==> src/rtl/net_loader.sv <==
// net_loader: host-side frame loader for net_proc.
// Sync byte, input bytes, clear/load/start, then one result byte.
module net_loader #(
  parameter int          NUM_INPUTS     = 784,
  parameter logic [7:0]  SYNC_BYTE      = 8'hA5,
  parameter logic [7:0]  ERR_BYTE       = 8'hEE,
  parameter int          TIMEOUT_CYCLES = 2**20
) (
  input  logic       clk,
  input  logic       rst,
  input  logic       in_valid,
  output logic       in_ready,
  input  logic [7:0] in_data,
  output logic       out_valid,
  input  logic       out_ready,
  output logic [7:0] out_data,
  output logic       busy,
  output logic       net_start,
  input  logic       net_done,
  input  logic [3:0] net_max_idx,
  output logic       net_mem_rst,
  output logic       net_mem_we,
  output logic [7:0] net_mem_wdata
);

  localparam int CW = $clog2(NUM_INPUTS + 1);
  localparam int WW = $clog2(TIMEOUT_CYCLES);
  localparam logic [CW-1:0] LAST = CW'(NUM_INPUTS - 1);
  localparam logic [WW-1:0] WMAX = WW'(TIMEOUT_CYCLES - 1);

  typedef enum logic [2:0] {
    S_IDLE,
    S_CLEAR,
    S_LOAD,
    S_FLUSH,
    S_START,
    S_SETTLE,
    S_RUN,
    S_REPORT
  } state_e;

  state_e        state_q, state_d;
  logic [CW-1:0] cnt_q, cnt_d;
  logic [WW-1:0] wdog_q, wdog_d;
  logic          mrst_q, mrst_d;
  logic          start_q, start_d;
  logic          we_q, we_d;
  logic [7:0]    wdata_q, wdata_d;
  logic          ovalid_q, ovalid_d;
  logic [7:0]    odata_q, odata_d;
  logic          acc;

  assign in_ready      = (state_q == S_IDLE) || (state_q == S_LOAD);
  assign busy          = (state_q != S_IDLE);
  assign acc           = in_valid && in_ready;
  assign out_valid     = ovalid_q;
  assign out_data      = odata_q;
  assign net_start     = start_q;
  assign net_mem_rst   = mrst_q;
  assign net_mem_we    = we_q;
  assign net_mem_wdata = wdata_q;

  // Next-state and registered-output decode; pulses default low.
  always_comb begin
    state_d  = state_q;
    cnt_d    = cnt_q;
    wdog_d   = wdog_q;
    mrst_d   = 1'b0;
    start_d  = 1'b0;
    we_d     = 1'b0;
    wdata_d  = wdata_q;
    ovalid_d = ovalid_q;
    odata_d  = odata_q;
    case (state_q)
      S_IDLE: begin
        if (acc && (in_data == SYNC_BYTE)) begin
          state_d = S_CLEAR;
          mrst_d  = 1'b1;
        end
      end
      S_CLEAR: begin
        cnt_d   = '0;
        wdog_d  = '0;
        state_d = S_LOAD;
      end
      S_LOAD: begin
        if (acc) begin
          we_d    = 1'b1;
          wdata_d = in_data;
          cnt_d   = cnt_q + CW'(1);
          wdog_d  = '0;
          if (cnt_q == LAST) state_d = S_FLUSH;
        end else if (wdog_q == WMAX) begin
          ovalid_d = 1'b1;
          odata_d  = ERR_BYTE;
          state_d  = S_REPORT;
        end else begin
          wdog_d = wdog_q + WW'(1);
        end
      end
      S_FLUSH: begin
        start_d = 1'b1;
        state_d = S_START;
      end
      S_START: begin
        wdog_d  = '0;
        state_d = S_SETTLE;
      end
      S_SETTLE: begin
        state_d = S_RUN;
      end
      S_RUN: begin
        if (net_done) begin
          ovalid_d = 1'b1;
          odata_d  = {4'h0, net_max_idx};
          state_d  = S_REPORT;
        end else if (wdog_q == WMAX) begin
          ovalid_d = 1'b1;
          odata_d  = ERR_BYTE;
          state_d  = S_REPORT;
        end else begin
          wdog_d = wdog_q + WW'(1);
        end
      end
      S_REPORT: begin
        if (out_ready) begin
          ovalid_d = 1'b0;
          state_d  = S_IDLE;
        end
      end
      default: state_d = S_IDLE;
    endcase
  end

  // State, counters and registered outputs with synchronous reset.
  always_ff @(posedge clk) begin
    if (rst) begin
      state_q  <= S_IDLE;
      cnt_q    <= '0;
      wdog_q   <= '0;
      mrst_q   <= 1'b0;
      start_q  <= 1'b0;
      we_q     <= 1'b0;
      wdata_q  <= '0;
      ovalid_q <= 1'b0;
      odata_q  <= '0;
    end else begin
      state_q  <= state_d;
      cnt_q    <= cnt_d;
      wdog_q   <= wdog_d;
      mrst_q   <= mrst_d;
      start_q  <= start_d;
      we_q     <= we_d;
      wdata_q  <= wdata_d;
      ovalid_q <= ovalid_d;
      odata_q  <= odata_d;
    end
  end

endmodule

==> config.mk <==
export PLATFORM = sky130hd
export DESIGN_NAME = net_loader
export DESIGN_NICKNAME = d
export VERILOG_FILES = /design/src/rtl/net_loader.sv
export SDC_FILE = /design/constraint.sdc
export NUM_CORES = 1
export LEC_CHECK = 0
export CORE_MARGIN = 1.5
export CORE_UTILIZATION = 48
export CTS_CLUSTER_DIAMETER = 50
export DETAILED_ROUTE_END_ITERATION = 10
export PLACE_DENSITY = 0.82
export SLEW_MARGIN = 20
export SYNTH_ARGS = -nofsm -noshare
export SYNTH_HDL_FRONTEND = slang
export SYNTH_SLANG_ARGS = --single-unit
==> constraint.sdc <==
create_clock -name clk -period 2.05 [get_ports clk]
set_input_delay 0.3075 -clock clk [delete_from_list [all_inputs] [get_ports clk]]
set_output_delay 0.3075 -clock clk [all_outputs]
set_load 0.01 [all_outputs]
## Word-level counts from Yosys, hierarchy flattened

Cells that the tools add are included.

- Register bits after elaboration: 53
- Input port bits: 17
- Output and inout port bits: 22
- Logic and storage cells: 72

- $add $sub $neg: 2
- Equality and inequality tests: 16
- Muxes and demuxes: 25
- Bitwise logic cells: 2
- Reductions and logical operators: 18

Operators by type and width:

| kind | count |
|---|---|
| $mux W20 | 3 |
| $pmux W20 S3 | 1 |
| $mux W8 | 3 |
| $pmux W3 S8 | 1 |
| $add A20 B1 Y20 const B | 1 |
| $eq A20 B20 Y1 const B | 1 |
| $pmux W10 S2 | 1 |
| $mux W3 | 6 |
| $pmux W8 S2 | 1 |
| $eq A3 B3 Y1 const B | 4 |
| $add A10 B1 Y10 const B | 1 |
| $eq A10 B10 Y1 const B | 1 |
| $mux W10 | 1 |
| $reduce_bool A3 Y1 | 3 |
| $eq A8 B8 Y1 const B | 1 |
| $ne A2 B2 Y1 const B | 4 |
| $reduce_and A2 Y1 | 4 |
| $mux W1 | 7 |
| $eq A3 B2 Y1 const B | 2 |
| $reduce_and A3 Y1 | 2 |
| $reduce_or A2 Y1 | 3 |
| $reduce_bool A2 Y1 | 2 |
| $eq A3 B1 Y1 const B | 1 |
| $logic_not A3 Y1 | 1 |
| other kinds (6) | 8 |

## Logic depth before layout (Yosys ltp)

- Depth after elaboration: 6
- Gate-level depth with buffers: 7
- Gate-level depth less buffers: 6

## Worst setup path after synthesis

OpenSTA, ideal clock, no wires.

- Kind: reg2reg
- Start: reg state_q[1]
- End: reg wdog_q[15]
- Setup time: 0.070 ns
- Data arrival time: 1.830 ns
- Data required time: 1.980 ns
- Slack: 0.150 ns
- Stages on the path, launching flop included: 7
- Path buffers: 1
- Period minus slack after synthesis: 1.900 ns
- Cell sequence: dfxtp_1 buf_2 a21o_1 a211oi_4 o21ai_2 or4_1 a21oi_1

- Word-level cells in the longest chain between the ends: 5
- Elaborated cells between the ends (all ways): 13
- Those cells by class: eq/ne: 5; mux: 2; reduce/logical: 6

RTL lines:

| element | RTL line | RTL |
|---|---|---|
| start: declaration | 42 | `state_e state_q, state_d;` |
| start signal: assignment | 148 | `state_q <= state_d;` |
| $eq A3 B2 Y1 or $logic_not A3 Y1 (tied branches) | 53, 74 |  |
| $logic_or A1 B1 Y1 | 53 | `assign in_ready = (state_q == S_IDLE) \|\| (state_q == S_LOAD);` |
| $logic_and A1 B1 Y1 | 55 | `assign acc = in_valid && in_ready;` |
| $mux W20 | 87 | `if (acc) begin` |
| $pmux W20 S3 | 74 | `case (state_q)` |
| end signal: assignment | 150 | `wdog_q <= wdog_d;` |
| end: declaration | 44 | `logic [WW-1:0] wdog_q, wdog_d;` |

Parallel ways exist; a longest one is shown, timed or not.
A chain may end at the register's enable or synchronous reset.

## Worst setup path in the final report

- Start: in in_data[3]
- End: reg state_q[0]

- Word-level cells in the longest chain between the ends: 4

RTL lines:

| element | RTL line | RTL |
|---|---|---|
| start: declaration | 13 | `input logic [7:0] in_data,` |
| $eq A8 B8 Y1 | 76 | `if (acc && (in_data == SYNC_BYTE)) begin` |
| $logic_and A1 B1 Y1 | 76 |  |
| $ne A2 B1 Y1 (no line) | n/a |  |
| $reduce_and A3 Y1 (no line) | n/a |  |

No other way between the ends.

==> impl_metrics.env <==
export IMPL_p_int_mw=1.318
export IMPL_synth_area_um2=2439
export IMPL_seqPwrFrac_pct=60.6
export IMPL_whs_ns=0.4327
export IMPL_cp_end_kind="register"
export IMPL_pwr_share_comb_pct=5.2
export IMPL_max_cap_viol_count=0
export IMPL_peakVddDrop_v=0.0003150
export IMPL_p_per_area_nw_per_um2=534.8
export IMPL_clkPwrFrac_pct=34.2
export IMPL_antenna_left=0
export IMPL_cts_root_buf="clkbuf_8"
export IMPL_design_area_um2=3177
export IMPL_hpwl_mm=4.115
export IMPL_viasPerCell=5.589
export IMPL_drive_gt1_share_pct=12.36
export IMPL_cp_max_fo=2
export IMPL_core_um2=4817
export IMPL_synth_top_area_share_pct=43.51
export IMPL_crit_arrival_ns=2.21
export IMPL_maxSlewHeadroom_pct=74.80
export IMPL_synth_top_cell_by_area="dfxtp_1"
export IMPL_synth_cell_types=45
export IMPL_track_usage_pct=21.06
export IMPL_cts_setup_buffers=0
export IMPL_fp_dieW_um=74.28
export IMPL_p_leak_nw=1.090
export IMPL_synth_area_top_cells="dfxtp_1 (44%), a21oi_1 (5.7%), nand2_1 (4.5%)"
export IMPL_async_flop_share_pct=0
export IMPL_worst_path_buf_inv=1
export IMPL_final_common_cell="dfxtp_1"
export IMPL_synth_fp_nets=314
export IMPL_status="complete, no violations"
export IMPL_cts_buffers=5
export IMPL_drtIter0Drc=129
export IMPL_first_pass_iters=5
export IMPL_crit_required_ns=2.27
export IMPL_grt_max_degree=27
export IMPL_die_h_um=74.28
export IMPL_critical_path_class="in -> reg"
export IMPL_period_needed_ns=1.990
export IMPL_synth_seq_cells=53
export IMPL_path_cells="clkdlybuf4s50_1 > or4b_2 > nor4_4 > nor3_1 > o31a_1 > a311oi_1"
export IMPL_final_max_slew_viol_count=0
export IMPL_tightest_slew_ns=0.3763
export IMPL_io_pins=39
export IMPL_placed_cell_area_um2=3069
export IMPL_synth_edff_count=0
export IMPL_timing_final_hold_violations=0
export IMPL_grt_pass1_wl_mm=9.232
export IMPL_skew_ns=0.01218
export IMPL_mostFrequentLayoutCells="dfxtp_1 (53), clkdlybuf4s50_1 (38), nand2_1 (29)"
export IMPL_multi_input_area_um2=1304
export IMPL_layout_setup_ws_ns=0.06030
export IMPL_fin_nets=374
export IMPL_die_area_um2=5517
export IMPL_cp_slowest_cell="or4b_2"
export IMPL_cts_sink_count=53
export IMPL_hold_buffers=0
export IMPL_rsz0062_at_grt="no"
export IMPL_routabilityCongestion=0.9046
export IMPL_fmax_mhz=502.6
export IMPL_wire_per_inst_um=13.62
export IMPL_hold_class="reg -> reg"
export IMPL_fin_total_pwr_mw=1.699
export IMPL_antenna_cells=0
export IMPL_yosysWarnings=0
export IMPL_synth_flop_cell="dfxtp_1"
export IMPL_cts_max_level=2
export IMPL_seq_area_frac_synth_pct=43.51
export IMPL_sw_frac_of_total_pct=22.39
export IMPL_p_sw_uw=380.5
export IMPL_grt_pass1_vias=2146
export IMPL_numPortBuffers=38
export IMPL_clkTransAtPathRegs_ns=0.10
export IMPL_startpoint_type="input port"
export IMPL_start_util_pct=50.62
export IMPL_syn_to_final_growth_pct=30.27
export IMPL_syn_area_per_cell_um2=8.266
export IMPL_regArea_um2=1061
export IMPL_totalWireLength_mm=5.762
export IMPL_grt_overflow=0
export IMPL_critical_path_max_stage_delay_ns=0.72
export IMPL_dr_total_vias=2364
export IMPL_clkLatencyLatePin_ns=0.31
export IMPL_num_rows=25
export IMPL_pre_cts_slack_ns=-0.4172
export IMPL_setup_violations=0
export IMPL_synthCells=295
export IMPL_cts_buffer_depth=2
export IMPL_crit_family="simple AND/OR/NAND/NOR gates"
export IMPL_drcViolationCount=0
export IMPL_cts_tree="yes"
export IMPL_grt_antenna_before_repair=0
export IMPL_fin_crit_sh_pct=97.06
export IMPL_nFillCells=422
worst paths after layout:
kind,depth (start not counted),slack (ns),to,from
max,6,0.06,state_q[0],in_data[3]
min,2,0.43,out_data[4],out_data[4]
max reg2reg,6,0.17,wdog_q[8],wdog_q[4]
min reg2reg,2,0.43,out_data[4],out_data[4]
cell type report:
class                   instances  share of cell area, %
well taps                      67                  2.639
clock inverters                 1                 0.2363
inverters                      13                  1.536
clock buffers                   7                  2.403
flip-flops and latches         53                  33.40
repair buffers                 65                  18.75
multi-input cells             217                  41.04
Yosys cell counts, drive strengths merged, types with 4 or more instances:
master / n
nand3: 11
nand2b: 5
inv: 13
o21ai: 15
or3: 11
a31oi: 5
and3: 6
nand2: 29
nor2: 28
dfxtp: 53
xor2: 7
or4: 5
a21oi: 28
nor3: 4
nand4: 8
clkbuf: 8
a211oi: 9
buf: 4
o31ai: 5
layer usage:
layer / GRT usage [%] / wire length (µm)
met5: 0 / 0
met4: 7.879 / 78
met3: 4.065 / 267
met2: 34.92 / 2681
met1: 27.27 / 2735
power by group through the flow:
| stage | clock network, mW | logic [mW] | registers [mW] |
|---|---|---|---|
| after CTS | 0.584 | 0.0860 | 1.03 |
| after detailed placement | 0 | 0.0845 | 1.05 |
| final | 0.581 | 0.0886 | 1.03 |
| after global placement | 0 | 0.0847 | 1.05 |
| after global routing | 0.631 | 0.0943 | 1.03 |
| after floorplan | 0 | 0.0314 | 1.05 |
cell families (layout without fill, tap and decap cells):
group / Yosys count / count (layout) / synth area share (%)
and+or+nand+nor: 122 / 122 / 25.55
AOI/OAI and AO/OA: 81 / 81 / 21.45
DFF: 53 / 53 / 43.51
buffers and inverters: 25 / 86 / 4.002
xor gates and xnor gates: 10 / 10 / 3.592
adders and majority gates: 2 / 2 / 1.026
muxes: 2 / 2 / 0.8722
flip-flops by register name (all words and copies together), names as in the netlist:
register and count:
cnt_q 10, state_q 3, net_mem_wdata 8, wdog_q 20, out_valid 1, net_mem_we 1, out_data 8, net_mem_rst 1
net_start 1
per-stage QoR:
| stage | TNS, ns | utilization (%) | cells |
|---|---|---|---|
| 2_1_floorplan | 0 | - | 295 |
| 3_3_place_gp | -1.861 | 63.71 | 415 |
| 3_5_place_dp | -2.308 | 63.71 | 415 |
| 4_1_cts | 0 | 65.69 | 423 |
| 5_1_grt | 0 | 65.95 | 423 |
| 6_report | 0 | 65.95 | 423 |
tightest hold or removal path, delay by kind of cell, from the launching register on:
family,cells,cell delay [ns]
and+or+nand+nor,2,0.08
DFF,1,0.32
what timing repair did:
item / CTS / global route
setup endpoints to repair: 2 / 14
pin swaps: 1 / 0
gates resized for setup: 2 / 2
(Power assumes the default switching activity.)
